`src/rtl/sseg_capture.sv`:
```
// Seven-segment read-back: samples the multiplexed active-low segment bus,
// debounces each glyph and keeps a per-digit shadow of the displayed nibbles.
module sseg_capture #(
    parameter int NUM_DIGITS    = 6,
    parameter int STABLE_CYCLES = 4
) (
    input  logic                    clk,
    input  logic                    rst_n,
    input  logic                    in_valid,
    input  logic [2:0]              in_sel,
    input  logic [7:0]              in_seg_n,
    output logic [4*NUM_DIGITS-1:0] hex_out,
    output logic [NUM_DIGITS-1:0]   digit_lit,
    output logic                    upd,
    output logic [2:0]              upd_sel,
    output logic                    err,
    output logic [7:0]              err_cnt
);

    localparam logic [3:0] ND   = NUM_DIGITS[3:0];
    localparam logic [7:0] STAB = STABLE_CYCLES[7:0];

    typedef enum logic [1:0] {
        IDLE,
        TRACK,
        HELD
    } state_t;

    state_t     state, nxt_state;
    logic [2:0] cand_sel, nxt_sel;
    logic [6:0] cand_seg, nxt_seg;
    logic [7:0] count, nxt_cnt;
    logic       commit;
    logic [6:0] seg;
    logic       samp_ok;
    logic       same;
    logic       dec_known;
    logic       dec_blank;
    logic [3:0] dec_nib;

    assign seg     = ~in_seg_n[6:0];
    assign samp_ok = in_valid && ({1'b0, in_sel} < ND);
    assign same    = (state != IDLE) && (in_sel == cand_sel)
                     && (seg == cand_seg);

    // Glyph table: active-high segments g..a to nibble, blank or unknown.
    always_comb begin
        dec_known = 1'b1;
        dec_blank = 1'b0;
        dec_nib   = 4'h0;
        unique case (seg)
            7'h3F: dec_nib = 4'h0;
            7'h06: dec_nib = 4'h1;
            7'h5B: dec_nib = 4'h2;
            7'h4F: dec_nib = 4'h3;
            7'h66: dec_nib = 4'h4;
            7'h6D: dec_nib = 4'h5;
            7'h7D: dec_nib = 4'h6;
            7'h27: dec_nib = 4'h7;
            7'h7F: dec_nib = 4'h8;
            7'h6F: dec_nib = 4'h9;
            7'h77: dec_nib = 4'hA;
            7'h7C: dec_nib = 4'hB;
            7'h58: dec_nib = 4'hC;
            7'h5E: dec_nib = 4'hD;
            7'h79: dec_nib = 4'hE;
            7'h71: dec_nib = 4'hF;
            7'h00: begin
                dec_known = 1'b0;
                dec_blank = 1'b1;
            end
            default: dec_known = 1'b0;
        endcase
    end

    // Run tracking: a new pattern restarts the run, a repeat extends it.
    always_comb begin
        nxt_state = state;
        nxt_sel   = cand_sel;
        nxt_seg   = cand_seg;
        nxt_cnt   = count;
        commit    = 1'b0;
        if (samp_ok) begin
            if (!same) begin
                nxt_sel = in_sel;
                nxt_seg = seg;
                nxt_cnt = 8'd1;
                if (STABLE_CYCLES == 1) begin
                    nxt_state = HELD;
                    commit    = 1'b1;
                end else begin
                    nxt_state = TRACK;
                end
            end else if (state == TRACK) begin
                nxt_cnt = count + 8'd1;
                if (nxt_cnt == STAB) begin
                    nxt_state = HELD;
                    commit    = 1'b1;
                end
            end
        end
    end

    // Candidate and run-length registers.
    always_ff @(posedge clk or negedge rst_n) begin
        if (!rst_n) begin
            state    <= IDLE;
            cand_sel <= 3'd0;
            cand_seg <= 7'd0;
            count    <= 8'd0;
        end else begin
            state    <= nxt_state;
            cand_sel <= nxt_sel;
            cand_seg <= nxt_seg;
            count    <= nxt_cnt;
        end
    end

    // Shadow display and event outputs; only the committed digit changes.
    always_ff @(posedge clk or negedge rst_n) begin
        if (!rst_n) begin
            hex_out   <= '0;
            digit_lit <= '0;
            upd       <= 1'b0;
            upd_sel   <= 3'd0;
            err       <= 1'b0;
            err_cnt   <= 8'd0;
        end else begin
            upd <= 1'b0;
            err <= 1'b0;
            if (commit) begin
                if (dec_known || dec_blank) begin
                    upd     <= 1'b1;
                    upd_sel <= in_sel;
                    for (int k = 0; k < NUM_DIGITS; k++) begin
                        if (in_sel == k[2:0]) begin
                            digit_lit[k] <= dec_known;
                            if (dec_known)
                                hex_out[4*k +: 4] <= dec_nib;
                        end
                    end
                end else begin
                    err <= 1'b1;
                    if (err_cnt != 8'hFF)
                        err_cnt <= err_cnt + 8'd1;
                end
            end
        end
    end

endmodule
```
`config.mk`:
```
export PLATFORM = sky130hd
export DESIGN_NAME = sseg_capture
export DESIGN_NICKNAME = d
export VERILOG_FILES = /design/src/rtl/sseg_capture.sv
export SDC_FILE = /design/constraint.sdc
export NUM_CORES = 1
export LEC_CHECK = 0
export CAP_MARGIN = 40
export CORE_ASPECT_RATIO = 0.5
export CORE_UTILIZATION = 45
export DETAILED_ROUTE_END_ITERATION = 16
export PLACE_DENSITY = 0.76
export SETUP_SLACK_MARGIN = 0.05
export SLEW_MARGIN = 15
export SYNTH_ARGS = -nofsm -noshare
export SYNTH_HDL_FRONTEND = slang
export SYNTH_SLANG_ARGS = --single-unit
```
`constraint.sdc`:
```
create_clock -name clk -period 3.3 [get_ports clk]
set_input_delay 0.99 -clock clk [delete_from_list [all_inputs] [get_ports clk]]
set_output_delay 0.99 -clock clk [all_outputs]
set_load 0.005 [all_outputs]
```
==> results of run 1 <==
## critical path, delay by kind of cell
family | cells | cell delay (ns)
buf+inv | 3 | 0.76
compound gates | 1 | 0.24
simple gates | 4 | 1.28
xor+xnor | 1 | 0.17
## cells in the final DEF, fill, tap and decap left out, types with 3 or more instances in the layout
cell type	Yosys	final
a31o_2	3	3
clkbuf_8	0	5
inv_1	7	7
nor2_1	16	16
dlygate4sd2_1	0	3
nor3_2	0	3
nand3_1	12	11
mux2_2	29	29
or4_1	4	3
nand2_1	38	38
o21a_1	3	3
buf_4	1	52
nor2b_1	3	3
o21ai_0	24	23
nand4_1	7	7
or2_1	3	3
dfrtp_1	63	63
xnor2_1	9	9
clkbuf_16	0	9
xor2_1	10	10
nand2b_1	5	5
nor4_1	7	6
and3_1	6	6
dlymetal6s2s_1	0	4
clkdlybuf4s50_1	0	47
nor3_1	7	4
or3_1	3	3
a21oi_1	3	3
## registers in the layout (all words and copies together), names as in the netlist, 2 cells and up
name / flops
err_cnt: 8
cand_seg: 7
cand_sel: 3
state: 2
upd_sel: 3
digit_lit: 6
hex_out: 24
count: 8
## worst max path at each step
stage                start     endpoint  slack, ns  depth (start not counted)
6_report         in_sel[1]   err_cnt[7]       0.11                          9
5_1_grt          in_sel[1]   err_cnt[7]       0.02                          9
4_1_cts          in_sel[2]   err_cnt[5]       0.05                          8
3_5_place_dp   in_seg_n[1]   err_cnt[6]      -0.42                         10
3_3_place_gp   in_seg_n[0]  hex_out[15]      -0.34                          8
2_1_floorplan    in_sel[1]  hex_out[12]       0.11                          7
## kinds of logic after synthesis
group                      share of synthesized area, %
muxes                                              10.8
xor gates and xnor gates                           5.18
DFF                                                49.0
adders and majority gates                         0.778
and+or+nand+nor                                    21.9
AOI/OAI and AO/OA                                  9.38
buffers and inverters                              2.96
## cell type report
type	instances	area [µm²]
Clock buffer	14	294
Multi-Input combinational cell	225	1600
Clock inverter	2	35.0
Inverter	7	26.3
Timing Repair Buffer	108	962
Sequential cell	63	1580
Tap cell	92	115
Fill cell	482	2200
## power by group through the flow
stage               Sequential [mW]  Combinational [mW]  Clock [mW]
detailed placement            0.811               0.193           0
finish                        0.798               0.200        1.02
floorplan                     0.809              0.0911           0
CTS                           0.798               0.198        1.03
global placement              0.811               0.182           0
global route                  0.800               0.219        1.06
## synthesized netlist by cell type, types with 2 or more instances
library cell / count
dfrtp_1: 63
nand2_1: 38
mux2_2: 29
o21ai_0: 24
nor2_1: 16
nand3_1: 12
clkbuf_1: 10
xor2_1: 10
xnor2_1: 9
inv_1: 7
nand4_1: 7
nor3_1: 7
nor4_1: 7
and3_1: 6
nand2b_1: 5
buf_2: 4
or4_1: 4
a21oi_1: 3
a31o_2: 3
nor2b_1: 3
o21a_1: 3
or2_1: 3
or3_1: 3
a2111oi_0: 2
and4_1: 2
ha_1: 2
mux2i_1: 2
nor2b_4: 2
o31ai_1: 2
## metal layers
metal	part of all wire, %	vias up
li1	-	1316
met1	44	1337
met2	48	91
met3	5.8	16
met4	2.0	0
met5	0	-
## timing repair
item,in CTS,in global routing
pin swaps,2,4
endpoints found under the setup margin,27,34
hold buffers,0,0
buffers inserted,0,1
resized for setup,12,8
==> flow_summary.toml, run 1 <==
[cells_and_area]
area_delta_synth_final_pct = 43.2
n_antenna_cell = 0
fin_nets = 430
postLayoutCoreUtil_pct = 67.7
final_cells = 511
drive_above_1_share_pct = 28.4
fin_area_um2 = 4600

[synth]
synth-seq-area-share_pct = 49.0
synth_fp_nets = 327
async_flop_share_pct = 100
ys_seq_elements = 63
synth_ff_type = "dfrtp_1"
synth_top_area_share_pct = 49.0
synth.avg_cell_area_um2 = 10.3
synth_top_area_cell = "dfrtp_1"
yosys_warnings = 0
yosys.cell_types.count = 52
netlist_instances = 311
syn_area_um2 = 3210
netlist_top_cells_area = "dfrtp_1 49%, mux2_2 10%, nand2_1 4.4%, o21ai_0 3.7%, xor2_1 2.7%"
synth_edf_count = 0

[grt]
grt_pass1_wl_mm = 13.2
grt.total_usage_pct = 24.0
busiest_layer = "met2"
grt_remaining_overflow = 0
grt_max_degree = 33
antenna_found_initial = 0
grtUsageMet1_pct = 28.8
first_global_vias = 2698
use_met2_pct = 41.3
met3_usage_pct = 7.21

[drt]
avgViaCountPerCell = 5.40
drt_iter0_drc = 188
drc_errors = 0
wirelength_mm = 8.37
drt_first_pass_iters = 4
wl_per_cell_um = 16.4
vias = 2760
antenna_left = 0

[sta]
min_period_ns = 3.19
fin_ws_ns = 0.112
setup_viol_count_final = 0
rsz0062_at_grt = "false"
worstMarginPinSlew_ns = 0.959
whs_ns = 0.500
slew_viol_final = 0
maxSlewHeadroom_pct = 35.5
max_freq_mhz = 314
finalHoldViolations = 0
tns_ns = 0
fin_crit_sh_pct = 96.6
fin_skew_ns = 0.00514

[worst_setup_path]
worstPathArrival_ns = 3.44
worst_path_max_delay_cell = "or4_4"
crit_chain = "clkdlybuf4s50_1 > a21bo_4 > or4_4 > nor4_4 > buf_4 > buf_4 > nand4_1 > nor3_2 > xor2_1"
worstPathRequired_ns = 3.55
cp-end-kind = "flip-flop"
crit_path_frequent_cell = "buf_4"
worst-setup-path-type = "in -> reg"
rr_worst_depth = 8
regToRegEndpoint = "err_cnt[7]"
r2r_start = "count[5]"
cpPeakStageDelay_ns = 0.54
regToRegSetupSlack_ns = 0.60
cp_max_fo = 5
start_kind = "primary input"

[place]
dp_hpwl_mm = 5.87
portBuffers = 55
post_dp_cell_area_um2 = 4210
gp_congestion = 0.875
place_inst = 494
post-place-ws_ns = -0.423

[floorplan]
core-area_um2 = 6810
boundaryPins = 57
fp.dieArea_um2 = 7510
die_h_um = 61.8
rows = 21
die_w_um = 122
initial_utilization_pct = 47.2

[clock_network]
cts-buffers-inserted = 9
clock_latency_ns = 0.33
clk_path_buf_depth = 2
clk_pin_slew_ns = 0.06
ctsRootBufferMaster = "clkbuf_16"
h-tree-depth = 3
clkSinkCount = 63
cts_tree = "built"

[worst_hold_path]
min_from = "cand_seg[0]"
min_path_type = "reg -> reg"
hold_path_end = "cand_seg[0]"
holdPathStages = 2

[pwr]
p_int_mw = 1.57
switching_share_pct = 22.5
power_density_nw_per_um2 = 439
p_switching_uw = 454
p_leak_nw = 2.24
pwr-share-clk_pct = 50.6
p_comb_share_pct = 9.9
seqPwrFrac_pct = 39.5
peakVddDrop_uv = 324
power.total_mw = 2.02

[run_status]
status = "finished, final reports clean"

[job]
max-cap-violations = 0
No activity file was read; power rests on OpenSTA's default activity.
==> run 2, diff against run 1 <==
CTS_BUF_LIST = sky130_fd_sc_hd__clkbuf_8   (was default)
==> run 2 against run 1 <==
Register-to-register slack lost 0.04 ns. Critical path depth shrank 1. Flip-flop and latch count is the same.
==> flow_summary.toml, run 2 (synthesis results as in run 1) <==
[pwr]
p_leak_nw = 2.21
power_density_nw_per_um2 = 389
power.total_mw = 1.75
peakVddDrop_uv = 281

[floorplan]
die_w_um = 122
initial_utilization_pct = 47.2
die_h_um = 61.8
fp.dieArea_um2 = 7510
core-area_um2 = 6810
rows = 21
boundaryPins = 57

[sta]
finalHoldViolations = 0
fin_crit_sh_pct = 95.7
fin_skew_ns = 0.00782
rsz0062_at_grt = "false"
maxSlewHeadroom_pct = 39.4
max_freq_mhz = 317
whs_ns = 0.497
slew_viol_final = 0
tns_ns = 0
fin_ws_ns = 0.143
worstMarginPinSlew_ns = 0.902
min_period_ns = 3.16
setup_viol_count_final = 0

[cells_and_area]
reg_top3 = "hex_out: 24 flops, count: 8 flops, err_cnt: 8 flops"
final_common_cell = "dfrtp_1"
largest_reg_flops = 24
fin_area_um2 = 4510
top_register = "hex_out"
fill_cells = 505
final_cells = 511
postLayoutCoreUtil_pct = 66.2
n_antenna_cell = 0
fin_nets = 430
area_delta_synth_final_pct = 40.2
drive_above_1_share_pct = 27.9
layout_common_cells = "63 x dfrtp_1, 51 x buf_4, 46 x clkdlybuf4s50_1"

[clock_network]
clk_path_buf_depth = 2
ctsRootBufferMaster = "clkbuf_8"
clkSinkCount = 63
hold_buffers = 0
cts_tree = "built"
h-tree-depth = 3
cts-buffers-inserted = 9
clock_latency_ns = 0.36
clk_pin_slew_ns = 0.07

[worst_setup_path]
regToRegEndpoint = "hex_out[23]"
cp-end-kind = "flip-flop"
start_kind = "primary input"
worst-setup-path-type = "in -> reg"
worstPathArrival_ns = 3.39
rr_worst_depth = 6
worstPathRequired_ns = 3.54
r2r_start = "count[5]"
cp_max_fo = 6
regToRegSetupSlack_ns = 0.56

[place]
place_inst = 494
dp_hpwl_mm = 5.87
post_dp_cell_area_um2 = 4210
portBuffers = 55
post-place-ws_ns = -0.423
gp_congestion = 0.875

[grt]
grt.total_usage_pct = 23.1
met3_usage_pct = 6.57
antenna_found_initial = 0
grt_remaining_overflow = 0
grt_max_degree = 33
use_met2_pct = 39.0
grt_pass1_wl_mm = 12.7
grtUsageMet1_pct = 28.6
first_global_vias = 2630
busiest_layer = "met2"

[drt]
wl_per_cell_um = 15.9
vias = 2745
avgViaCountPerCell = 5.37
drt_iter0_drc = 138
antenna_left = 0
drt_first_pass_iters = 4
wirelength_mm = 8.13
drc_errors = 0

[run_status]
status = "finished, final reports clean"

[job]
max-cap-violations = 0

[worst_hold_path]
min_path_type = "in -> async"
==> run 2: cell types whose count changed in the layout (fill, tap and decap cells not counted) <==
cell	change
dlygate4sd2_1	-1
or4_1	+1
a21boi_2	-1
buf_4	-1
or4_4	-1
a21boi_1	+1
clkbuf_16	-9
buf_6	+1
clkbuf_8	+9
dlymetal6s2s_1	+2
clkdlybuf4s50_1	-1
==> run 2: worst max-delay path by stage <==
stage | startpoint | endpoint | slack [ns] | cells past startpoint
2_1_floorplan | in_sel[1] | hex_out[12] | 0.11 | 7
3_3_place_gp | in_seg_n[0] | hex_out[15] | -0.34 | 8
3_5_place_dp | in_seg_n[1] | err_cnt[6] | -0.42 | 10
4_1_cts | in_seg_n[1] | err_cnt[6] | 0.03 | 10
5_1_grt | in_seg_n[4] | hex_out[13] | 0.05 | 8
6_report | in_seg_n[4] | hex_out[23] | 0.14 | 8
==> run 2: critical path, cell delays in order <==
cell,delay (ns)
clkdlybuf4s50_1,0.53
buf_4,0.20
xnor2_1,0.13
or3_1,0.40
nor4_4,0.37
nand4b_2,0.20
nor2b_4,0.21
mux2_2,0.35
==> run 2: final cells by class <==
type                       count  area (µm²)  area share [%]
multi-input combinational    225        1590            35.2
sequential                    63        1580            35.0
timing repair buffer         108         972            21.6
clock buffer                  14         193            4.28
tap                           92         115            2.55
clock inverter                 2        35.0           0.778
inverter                       7        26.3           0.583
==> run 2: power by group <==
part,switching [mW],internal [mW]
Combinational,0.106,0.0911
Clock,0.306,0.451
Sequential,0.0101,0.787
Total,0.422,1.33
==> run 2: routing by layer <==
layer,up-vias,part of all wire (%)
met2,81,48
met5,-,0
met4,0,1.8
met1,1336,45
li1,1315,-
met3,13,5.2
==> run 2: timing repair <==
item,4_1_cts,5_1_grt
endpoints found under the setup margin,22,34
buffers inserted,0,1
pin swaps,1,5
gates cloned,0,0
resized for setup,9,11
